$ cat config.mk
export PLATFORM = sky130hd
export DESIGN_NAME = udc_sequencer
export DESIGN_NICKNAME = d
export VERILOG_FILES = /design/src/rtl/udc_pkg.sv /design/src/rtl/udc_btn_debounce.sv /design/src/rtl/udc_sequencer.sv
export SDC_FILE = /design/constraint.sdc
export NUM_CORES = 1
export LEC_CHECK = 0
export CORE_MARGIN = 1
export CORE_UTILIZATION = 62
export CTS_CLUSTER_SIZE = 30
export DETAILED_ROUTE_END_ITERATION = 7
export PLACE_DENSITY_LB_ADDON = 0.12
export SKIP_LAST_GASP = 1
export SLEW_MARGIN = 20
export SYNTH_ARGS = -nofsm -noshare
export SYNTH_HDL_FRONTEND = slang
export SYNTH_SLANG_ARGS = --single-unit
$ cat constraint.sdc
create_clock -name clk -period 5.5 [get_ports clk]
set_input_delay 1.1 -clock clk [delete_from_list [all_inputs] [get_ports clk]]
set_output_delay 1.1 -clock clk [all_outputs]
set_load 0.02 [all_outputs]
$ cat src/rtl/udc_pkg.sv
// Shared types and glyph constants for the up/down counter run-control sequencer.
package udc_pkg;

    localparam int unsigned STATE_W = 3;
    localparam int unsigned SEG_W   = 7;

    typedef enum logic [STATE_W-1:0] {
        ST_IDLE   = 3'd0,
        ST_RUN_UP = 3'd1,
        ST_RUN_DN = 3'd2,
        ST_PAUSE  = 3'd3,
        ST_LIMIT  = 3'd4
    } state_t;

    // One-cycle accepted presses from the four panel buttons
    typedef struct packed {
        logic clr;
        logic pause;
        logic dn;
        logic up;
    } press_t;

    localparam logic [SEG_W-1:0] SEG_UP  = 7'b0111110;
    localparam logic [SEG_W-1:0] SEG_DN  = 7'b0111101;
    localparam logic [SEG_W-1:0] SEG_OFF = 7'b1111111;

    // Direction glyph: blank only in IDLE, otherwise follows the last direction
    function automatic logic [SEG_W-1:0] dir_glyph(input state_t st, input logic last_up);
        logic [SEG_W-1:0] seg;
        if (st == ST_IDLE)
            seg = SEG_OFF;
        else if (last_up)
            seg = SEG_UP;
        else
            seg = SEG_DN;
        return seg;
    endfunction

endpackage

$ cat src/rtl/udc_btn_debounce.sv
// Two-flop synchroniser, stability counter and rising-edge press pulse for one button.
module btn_debounce #(
    parameter int unsigned DB_CYCLES = 1_000_000
) (
    input  logic clk,
    input  logic reset,
    input  logic btn,
    output logic press
);

    localparam int unsigned    CNT_W    = (DB_CYCLES > 1) ? $clog2(DB_CYCLES) : 1;
    localparam logic [CNT_W-1:0] CNT_LAST = CNT_W'(DB_CYCLES - 1);

    logic             sync1;
    logic             sync2;
    logic             level;
    logic [CNT_W-1:0] cnt;

    // Any return to the accepted level restarts the stability count
    always_ff @(posedge clk or posedge reset) begin
        if (reset) begin
            sync1 <= 1'b0;
            sync2 <= 1'b0;
            level <= 1'b0;
            cnt   <= '0;
            press <= 1'b0;
        end else begin
            sync1 <= btn;
            sync2 <= sync1;
            press <= 1'b0;
            if (sync2 == level) begin
                cnt <= '0;
            end else if (cnt == CNT_LAST) begin
                cnt   <= '0;
                level <= sync2;
                press <= sync2;
            end else begin
                cnt <= cnt + CNT_W'(1);
            end
        end
    end

endmodule

$ cat src/rtl/udc_sequencer.sv
// Run-control FSM for the up/down counter: debounced buttons, prescaled step tick,
// registered enable/direction/clear pulses and a direction glyph.
module udc_sequencer
    import udc_pkg::*;
#(
    parameter int unsigned WIDTH     = 4,
    parameter int unsigned CLK_DIV   = 50_000_000,
    parameter int unsigned DB_CYCLES = 1_000_000,
    parameter int unsigned MAX_VAL   = 15,
    parameter int unsigned MIN_VAL   = 0,
    parameter int unsigned WRAP      = 0
) (
    input  logic             clk,
    input  logic             reset,
    input  logic             btn_up,
    input  logic             btn_dn,
    input  logic             btn_pause,
    input  logic             btn_clr,
    input  logic [WIDTH-1:0] cnt_val,
    output logic             cnt_en,
    output logic             cnt_up,
    output logic             cnt_clr,
    output logic [6:0]       dir_seg,
    output logic             busy
);

    localparam int unsigned      PRE_W    = $clog2(CLK_DIV);
    localparam logic [PRE_W-1:0] PRE_LAST = PRE_W'(CLK_DIV - 1);
    localparam logic [WIDTH-1:0] MAX_V    = WIDTH'(MAX_VAL);
    localparam logic [WIDTH-1:0] MIN_V    = WIDTH'(MIN_VAL);
    localparam logic             WRAP_EN  = (WRAP != 0);

    press_t           press;
    state_t           state;
    state_t           state_n;
    logic             last_up;
    logic             last_up_n;
    logic             cnt_en_n;
    logic             cnt_up_n;
    logic             cnt_clr_n;
    logic [PRE_W-1:0] presc;
    logic             run_c;
    logic             tick_c;

    btn_debounce #(.DB_CYCLES(DB_CYCLES)) u_db_up    (.clk(clk), .reset(reset), .btn(btn_up),    .press(press.up));
    btn_debounce #(.DB_CYCLES(DB_CYCLES)) u_db_dn    (.clk(clk), .reset(reset), .btn(btn_dn),    .press(press.dn));
    btn_debounce #(.DB_CYCLES(DB_CYCLES)) u_db_pause (.clk(clk), .reset(reset), .btn(btn_pause), .press(press.pause));
    btn_debounce #(.DB_CYCLES(DB_CYCLES)) u_db_clr   (.clk(clk), .reset(reset), .btn(btn_clr),   .press(press.clr));

    assign run_c  = (state == ST_RUN_UP) || (state == ST_RUN_DN);
    assign tick_c = run_c && (presc == PRE_LAST);

    // Next state and next outputs; presses are checked before the tick so a press wins
    always_comb begin
        state_n   = state;
        last_up_n = last_up;
        cnt_en_n  = 1'b0;
        cnt_up_n  = cnt_up;
        cnt_clr_n = 1'b0;
        if (press.clr && state != ST_IDLE) begin
            cnt_clr_n = 1'b1;
            state_n   = ST_IDLE;
        end else begin
            case (state)
                ST_IDLE: begin
                    if (press.clr) begin
                        cnt_clr_n = 1'b1;
                    end else if (press.dn) begin
                        state_n   = ST_RUN_DN;
                        last_up_n = 1'b0;
                    end else if (press.up) begin
                        state_n   = ST_RUN_UP;
                        last_up_n = 1'b1;
                    end
                end
                ST_RUN_UP: begin
                    if (press.pause) begin
                        state_n = ST_PAUSE;
                    end else if (press.dn) begin
                        state_n   = ST_RUN_DN;
                        last_up_n = 1'b0;
                    end else if (tick_c) begin
                        if (cnt_val != MAX_V || WRAP_EN) begin
                            cnt_en_n = 1'b1;
                            cnt_up_n = 1'b1;
                        end else begin
                            state_n = ST_LIMIT;
                        end
                    end
                end
                ST_RUN_DN: begin
                    if (press.pause) begin
                        state_n = ST_PAUSE;
                    end else if (press.up) begin
                        state_n   = ST_RUN_UP;
                        last_up_n = 1'b1;
                    end else if (tick_c) begin
                        if (cnt_val != MIN_V || WRAP_EN) begin
                            cnt_en_n = 1'b1;
                            cnt_up_n = 1'b0;
                        end else begin
                            state_n = ST_LIMIT;
                        end
                    end
                end
                ST_PAUSE: begin
                    if (press.pause || press.dn || press.up)
                        state_n = last_up ? ST_RUN_UP : ST_RUN_DN;
                end
                ST_LIMIT: begin
                    if (last_up ? press.dn : press.up) begin
                        state_n   = last_up ? ST_RUN_DN : ST_RUN_UP;
                        last_up_n = ~last_up;
                    end
                end
                default: state_n = ST_IDLE;
            endcase
        end
    end

    // State, prescaler and registered outputs
    always_ff @(posedge clk or posedge reset) begin
        if (reset) begin
            state   <= ST_IDLE;
            last_up <= 1'b0;
            presc   <= '0;
            cnt_en  <= 1'b0;
            cnt_up  <= 1'b0;
            cnt_clr <= 1'b0;
            dir_seg <= SEG_OFF;
            busy    <= 1'b0;
        end else begin
            state   <= state_n;
            last_up <= last_up_n;
            if (state_n != state || !run_c || tick_c)
                presc <= '0;
            else
                presc <= presc + PRE_W'(1);
            cnt_en  <= cnt_en_n;
            cnt_up  <= cnt_up_n;
            cnt_clr <= cnt_clr_n;
            dir_seg <= dir_glyph(state_n, last_up_n);
            busy    <= (state_n == ST_RUN_UP) || (state_n == ST_RUN_DN);
        end
    end

endmodule

Word-level counts from Yosys, hierarchy flattened
Index checks and enable logic that the tools add are counted.

$add $sub $neg: 5. Multipliers: 0. Divide/modulo/power cells: 0. $lt $le $gt $ge: 0. Equal/unequal tests: 25. Shift operators: 0. Mux-type cells: 68. Bitwise logic cells: 6. Reductions and logical operators: 19.

Operator list (number): $mux W20 (8); $add A20 B1 Y20 const B (4); $eq A20 B20 Y1 const B (4); $mux W3 (14); $mux W1 (37); $add A26 B1 Y26 const B (1); $eq A26 B26 Y1 const B (1); $mux W26 (1); $pmux W3 S5 (1); $ne A2 B2 Y1 const B (6); $reduce_and A10 Y1 (1); $eq A3 B2 Y1 const B (3); $reduce_and A2 Y1 (4); $mux W7 (1); $eq A3 B1 Y1 const B (2); $logic_not A3 Y1 (2); $logic_or A1 B1 Y1 (6); $mux W2 (3); $not A1 Y1 (6); $eq A1 B1 Y1 (4); $ne A2 B1 Y1 const B (2); $ne A4 B4 Y1 const B (1); $pmux W1 S2 (2); $pmux W1 S4 (1); other kinds (7) (8).

Register bits after elaboration: 137. Latch bits: 0. Bits in writable memories: 0. ROM bits: 0. Input bits: 10. Output and inout port bits: 11. Memories: 0.

Logic depth before layout (Yosys ltp)
Gate-level depths: netlist of the first run.

Word-level depth: 12. Gate-level depth with buffers: 9. Depth with buffers taken out: 8.

Cells and area by module
Synthesis of the first run repeated with hierarchy kept, for this count alone.

Cells, all modules: 659. Area total of the unflattened synthesis: 6946.7 µm².

By module, submodules not included: btn_debounce (instances 4, cells an instance 108, area each 1188.6 µm², sequential area each 600.6 µm²); udc_sequencer (instances 1, cells an instance 227, area each 2192.1 µm², sequential area each 929.6 µm²).

Worst setup path before layout of the first run
Ideal clock, no wire load.

Kind: input port to flip-flop. From: input port cnt_val[1]. To: register presc[14]. Setup time: 0.073 ns. Arrival: 2.544 ns. Required time: 5.427 ns. Setup slack: 2.883 ns. Stages: 8. Path buffers: 2. Cells stage by stage: or4_4 nor2_1 and4_1 o2bb2ai_2 a21o_1 buf_6 buf_12 a21oi_2.

Cells in the longest elaborated chain, start to end: 11. Elaborated cells on any way between the ends: 16. Classes of those cells: 2 x eq/ne; 11 x mux; 3 x reduce/logical.

Ends and longest elaborated chain: from (decl) (RTL line udc_sequencer.sv:19) `input logic [WIDTH-1:0] cnt_val,`; $ne A4 B4 Y1 / $reduce_bool A4 Y1 (equally long branches) (RTL line udc_sequencer.sv:83, udc_sequencer.sv:98); $mux W3, on equally long branches (RTL line udc_sequencer.sv:83, udc_sequencer.sv:98); $mux W3, on equally long branches (RTL line udc_sequencer.sv:82, udc_sequencer.sv:97); $mux W3, on equally long branches (RTL line udc_sequencer.sv:79, udc_sequencer.sv:94); $mux W3, on equally long branches (RTL line udc_sequencer.sv:77, udc_sequencer.sv:92); $pmux W3 S5 (*) (RTL line udc_sequencer.sv:64) `case (state)`; $mux W3 (*) (RTL line udc_sequencer.sv:60) `if (press.clr && state != ST_IDLE) begin`; $ne A3 B3 Y1 (*) (RTL line udc_sequencer.sv:135) `if (state_n != state || !run_c || tick_c)`; $logic_or A1 B1 Y1 (*) (2 in a row) (RTL line udc_sequencer.sv:135); $mux W26 (*) (RTL line udc_sequencer.sv:135); to (signal assigned) (RTL line udc_sequencer.sv:138) `presc <= presc + PRE_W'(1);`; to (decl) (RTL line udc_sequencer.sv:41) `logic [PRE_W-1:0] presc;`.

Mark *: on every way between the ends. The rest lies on a longest branch, timed or not. A chain may end at the register's enable or synchronous reset.

Final worst setup path of the first run
From: register dir_seg[0]. To: output port dir_seg[0].

RTL lines: from (decl) (RTL line udc_sequencer.sv:23) `output logic [6:0] dir_seg,`; from (signal assigned) (RTL line udc_sequencer.sv:142) `dir_seg <= dir_glyph(state_n, last_up_n);`.

No word-level cell between the ends.

==> metrics, run 1 <==
layout cells sized above 1=10.45%; Yosys cell types=57; Synth Register Bits=around 130; pre-CTS WS=2.179 ns; drt pass-1 iters=4; Post-Syn Area=6703 sq um; crit path DAT=1.70 ns; PortBufs=16; Clock Tree Buf Depth=2; final layout net count=710; slowest CP cell=clkdlybuf4s50_1; post-route ant nets=0; cts hold-fix bufs=0; Util after Layout=between 70% and 80%; Area Overhead vs Synth=11.87%; unrepaired setup endpoints after global routing=no; Hold Crit Class=reg2reg; die area=about 11,000 sq um; # clock sinks=133; CTS Buf Count=17; I/O pins=21; Critical Path End Type=output port; Die X=around 110 um; post-DP HPWL=approximately 8000 um; CTS root buffer=clkbuf_8; Crit path buffers/inverters=1; pwr/cell area=approximately 290 nW/um^2; Hold WS=around 0.35 ns; die height=roughly 110 um; Reg area=approximately 3300 sq um; Top Family by Delay on Critical Path=buffers and inverters; crit-path max FO=1; GPL Wtd Cong=~0.82; Worst setup SP type=flip-flop; Clock Pin Slew Worst Setup and Hold Paths=~0.06 ns; CP Data Required Time=around 4.4 ns; antenna violations before repair=0; total power=between 0.002 and 0.0025 W; setup TNS=0 ns; total of max-cap violations=0; core area=~10,000 sq um; first-pass GRT wire length=between 20,000 and 25,000 um; largest net degree at the start of global routing=67; Avg Inst Size Synth=~10 sq um; CP peak stage delay=between 0.6 and 0.7 ns; vias in the first global route=between 4,000 and 5,000; initial drt markers=230; Clock Skew=approximately 0.011 ns; Post-route DRC=0; Worst Tran Pin Value=0.8172 ns; area occupied by multi-input gates=between 3000 and 4000 sq um; via count=4,741; Diodes inserted=0; pins over their slew limit=0; Yosys warning count=0; max_slew headroom=a little under half; H-tree Lvls=4; Peak Freq=356.6 MHz; minimum clock period=approximately 2.8 ns; sequential area share after synthesis=about 50%; clock latency on the worst-skew pair=~0.54 ns; vias per std cell=5.617; post-synthesis cell count=slightly below 700; async set or reset register ratio after synthesis=100.0%; crit path kind=reg2out; CTS tree=yes; mean routed wirelength per cell=approximately 14 um; All-Layer GR Usage=23.81%; # rows=37; Final setup viols=0; post-CTS resize count=0; Critical Path, Cell by Cell=clkdlybuf4s50_1; final wirelength=between 10,000 and 15,000 um; GR Overflow Total=0; number of post-CTS setup repair buffers=0; leakage power=~3.2 nW; Post-synth EDFFs=0; Final Hold Violating Endpoints=0; status=finished, final reports clean; Final period util=slightly above 50%; maximum VDD drop=0.2542 mV; worst setup margin=~2.7 ns; initial core utilization=64.35%; Top FF cell, synth=dfrtp_1; filler instances=781
area by class of cell:
class                           count  share of cell area, %
Sequential cell                   133                  44.44
Multi-Input combinational cell    505                  41.78
Clock buffer                       18                  5.707
Timing Repair Buffer               20                  2.536
Clock inverter                     14                  2.336
Tap cell                          136                  2.269
Inverter                           18                 0.9344
metal layers:
layer  share of wire [%]  up-vias  track usage, %
met4                0.79        0           8.036
met2                  47       84           36.93
met1                  48     2305           31.78
met5                   0        -               0
met3                 4.4       10           7.664
li1                    -     2342               -
through the flow:
step           instance area [sq um]  instances
6_report                        7498        844
5_1_grt                         7498        844
4_1_cts                         7498        844
3_5_place_dp                    6895        812
3_3_place_gp                    6895        812
2_1_floorplan                   6714        682
synth_stat cells, types with 2 or more instances:
master	n	share of area [%]
a21o_1	3	0.34
buf_6	2	0.34
or4_1	3	0.34
dfstp_2	3	1.2
and3_1	19	1.8
a21oi_1	9	0.67
buf_12	2	0.60
xnor2_1	56	7.3
nor2b_1	3	0.28
dfrtp_1	130	49
a211oi_1	4	0.45
nor4_1	8	0.75
or3_1	4	0.37
nand3b_1	2	0.22
inv_1	18	1.0
nand2b_1	10	0.93
nand3_1	40	3.0
buf_2	8	0.60
and4_1	8	1.0
clkbuf_1	6	0.34
nand2_1	64	3.6
nor2_1	106	5.9
o22ai_1	2	0.19
a31oi_1	2	0.19
mux2i_1	2	0.30
buf_4	7	0.78
and4b_1	2	0.30
and2_1	7	0.65
nor3b_1	5	0.56
nor4b_1	4	0.52
nand3_2	3	0.45
o31ai_1	2	0.22
ha_1	5	0.93
nor4bb_1	2	0.30
o21ai_0	9	0.67
xor2_1	43	5.6
nor3_1	14	1.0
a21oi_2	20	2.6
nand4_1	21	2.0
mux2_2	4	0.67
flip-flops by register name, indices dropped and copies added (netlist names), 3 cells and up:
| register | count |
|---|---|
| u_db_pause.cnt | 20 |
| u_db_dn.cnt | 20 |
| u_db_up.cnt | 20 |
| presc | 26 |
| dir_seg | 3 |
| state | 3 |
| u_db_clr.cnt | 20 |
cell families after synthesis:
kind of cell	share of synthesized area [%]
AOI/OAI and AO/OA	6.309
muxes	0.9707
buffers and inverters	3.715
DFF	49.71
adders and majority gates	0.9334
xor gates and xnor gates	12.94
other	0.05595
and+or+nand+nor	25.37
path summary, 6_finish.rpt:
path                                       start                to  slack (ns)  cells after the start
max in group asynchronous                  reset    u_db_dn.cnt[9]        3.48                      3
worst max register to register          state[1]          presc[9]        2.96                      5
min in group asynchronous                  reset   u_db_clr.cnt[2]        1.06                      2
worst min-delay path            u_db_pause.sync1  u_db_pause.sync2        0.35                      0
worst max-delay path                  dir_seg[0]        dir_seg[0]        2.70                      1
worst min register to register  u_db_pause.sync1  u_db_pause.sync2        0.35                      0
layout by cell type, fill, tap and decap left out, types with 4 or more instances in the layout:
master,Yosys,layout
nand2b_1,10,10
nor4_1,8,8
clkdlybuf4s50_1,0,16
clkbuf_16,0,16
conb_1,1,4
nand3_1,40,40
buf_4,7,4
mux2_2,4,4
xor2_1,43,43
dfrtp_1,130,130
nand4_1,21,21
ha_1,5,5
a211oi_1,4,4
and4_1,8,8
nor3_1,14,14
and3_1,19,19
nor2_1,106,106
a21oi_2,20,20
or3_1,4,4
a21oi_1,9,9
and2_1,7,7
nand2_1,64,64
o21ai_0,9,9
xnor2_1,56,56
nor4b_1,4,4
inv_1,18,17
nor3b_1,5,5
where the power goes:
group	leakage (nW)	internal (W)	switching, W
logic	1.05	0.0000162	0.0000387
registers	1.81	0.000989	0.00000850
clock network	0.294	0.000708	0.000436
Power figures use the tool's default switching activity.
==> inputs of run 2 (changes only) <==
--- a/config.mk
+++ b/config.mk
@@ -6,7 +6,7 @@
 export NUM_CORES = 1
 export LEC_CHECK = 0
 export CORE_MARGIN = 1
-export CORE_UTILIZATION = 62
+export CORE_UTILIZATION = 56
 export CTS_CLUSTER_SIZE = 30
 export DETAILED_ROUTE_END_ITERATION = 7
 export PLACE_DENSITY_LB_ADDON = 0.12
==> constraint.sdc (replaced) <==
create_clock -name clk -period 2.4 [get_ports clk]
set_input_delay 0.48 -clock clk [delete_from_list [all_inputs] [get_ports clk]]
set_output_delay 0.48 -clock clk [all_outputs]
set_load 0.02 [all_outputs]
==> run 2 against run 1 <==
The flow now finishes with violations (DRC). Clock skew down 0.0044 ns. Via count up 1.5%. Die area up 11%. Critical path type is now in2reg.
==> metrics, run 2 (synthesized netlist as in run 1, its figures left out) <==
initial drt markers=222; Util after Layout=66.89%; Worst setup SP type=input pin; minimum clock period=2.177 ns; commonest non-fill, non-tap cells in the layout=130 x dfrtp_1, 106 x nor2_1, 64 x nand2_1, 56 x xnor2_1, 43 x xor2_1; CTS root buffer=clkbuf_16; Post-route DRC=4; I/O pins=21; Hold Crit Class=reg2reg; Clock Tree Buf Depth=2; Placed Area=roughly 7100 sq um; Peak Freq=459.4 MHz; cts hold-fix bufs=0; Non-Filler Instances=roughly 870; via count=roughly 4,800; die height=111.4 um; maximum VDD drop=about 0.68 mV; Clock Skew=between 0.007 and 0.008 ns; failing checks=DRC; hold path cells=0; cells on worst reg2reg path=8; first-pass GRT wire length=around 23,000 um; Critical Path End Type=flip-flop; GR Overflow Total=0; met1 Use GR=28.84%; pre-CTS WS=-0.1850 ns; CP Launch Point=cnt_val[1]; die area=between 10,000 and 15,000 sq um; fin area=7736 sq um; Cells after DPL=834; status=finished, violations left; final layout net count=approximately 730; mean routed wirelength per cell=roughly 15 um; crit path kind=in2reg; Final period util=~91%; reg2reg end=presc[23]; filler instances=893; GPL Wtd Cong=roughly 0.86; Critical path destination=presc[23]; CTS Buf Count=17; Reg with most FFs=presc; Final Hold Violating Endpoints=0; Reg area=3332 sq um; max_slew headroom=a little under three fifths; final wirelength=12,560 um; PortBufs=16; FF-to-FF Start=presc[0]; leakage power=3.273 nW; setup TNS=0 ns; Diodes inserted=0; Area Overhead vs Synth=15.42%; number of post-CTS setup repair buffers=0; worst setup margin=around 0.22 ns; # rows=39; drt pass-1 iters=7; Worst Tran Pin Value=0.6633 ns; area occupied by multi-input gates=roughly 3100 sq um; R2R Setup Slk=~0.24 ns; vias per std cell=roughly 5.6; pwr/cell area=around 670 nW/um^2; post-CTS resize count=0; H-tree Lvls=4; post-route ant nets=0; CTS tree=yes; crit-path max FO=11; Top Usage Layer GRT=met2; vias in the first global route=between 5,000 and 6,000; grt met3 use=around 6.4%; layout cells sized above 1=~12%; core area=11,560 sq um; pins over their slew limit=0; total of max-cap violations=0; Clock Pin Slew Worst Setup and Hold Paths=0.06 ns; max reg flops=26; largest net degree at the start of global routing=44; met2 Track Usage GR=approximately 37%; Die X=~110 um; Final setup viols=0; CP Data Required Time=about 2.7 ns; post-DP HPWL=8572 um; crit path DAT=between 2 and 3 ns; # clock sinks=133; antenna violations before repair=0; clock latency on the worst-skew pair=0.42 ns; unrepaired setup endpoints after global routing=no; most common cell after layout, fill and taps aside=dfrtp_1; All-Layer GR Usage=approximately 23%; initial core utilization=between 50% and 60%
==> run 2: cell count changes in the layout (fill, tap and decap cells not counted), sizes merged <==
cell      previous run  this run
bufinv               3         4
clkbuf              18        20
buf                  4        19
inv                 22        17
clkinv               5         6
clkinvlp             2         3
==> run 2: where the power goes <==
group | internal, W | leakage [nW] | switching (W)
Sequential | 0.00227 | 1.81 | 0.0000195
Clock | 0.00182 | 0.312 | 0.000938
Combinational | 0.0000510 | 1.15 | 0.0000914
==> run 2: final cells by class <==
| class | count | area share (%) |
|---|---|---|
| flip-flops and latches | 133 | 43.07 |
| multi-input cells | 505 | 40.50 |
| clock buffers | 20 | 6.033 |
| repair buffers | 35 | 4.884 |
| well taps | 143 | 2.313 |
| clock inverters | 12 | 2.280 |
| inverters | 18 | 0.9219 |
==> run 2: critical path, stage by stage <==
cell             delay (ns)
clkdlybuf4s50_1        0.42
or4_4                  0.57
nor2_1                 0.10
and4_1                 0.21
o2bb2ai_2              0.07
a21o_1                 0.32
buf_12                 0.21
a21oi_2                0.14
==> run 2: how the worst min path moves through the flow <==
stage	from	to	slack [ns]
2_1_floorplan	u_db_clr.sync1	u_db_clr.sync2	0.33
3_3_place_gp	u_db_dn.sync1	u_db_dn.sync2	0.34
3_5_place_dp	u_db_pause.sync1	u_db_pause.sync2	0.34
4_1_cts	u_db_up.sync1	u_db_up.sync2	0.36
5_1_grt	u_db_dn.sync1	u_db_dn.sync2	0.37
6_report	u_db_clr.sync1	u_db_clr.sync2	0.35
==> run 2: metal layers <==
layer	up-vias	part of all wire, %
met5	-	0
met4	0	1.1
met3	12	3.5
met2	61	49
met1	2369	47
li1	2372	-
==> run 2: per-stage QoR <==
stage / hold WS [ns] / power [W]
after global routing: 0.3689 / 0.005371
after floorplan: 0.3312 / 0.002419
after CTS: 0.3591 / 0.005237
after global placement: 0.3365 / 0.002467
after detailed placement: 0.3396 / 0.002472
final: 0.3536 / 0.005186
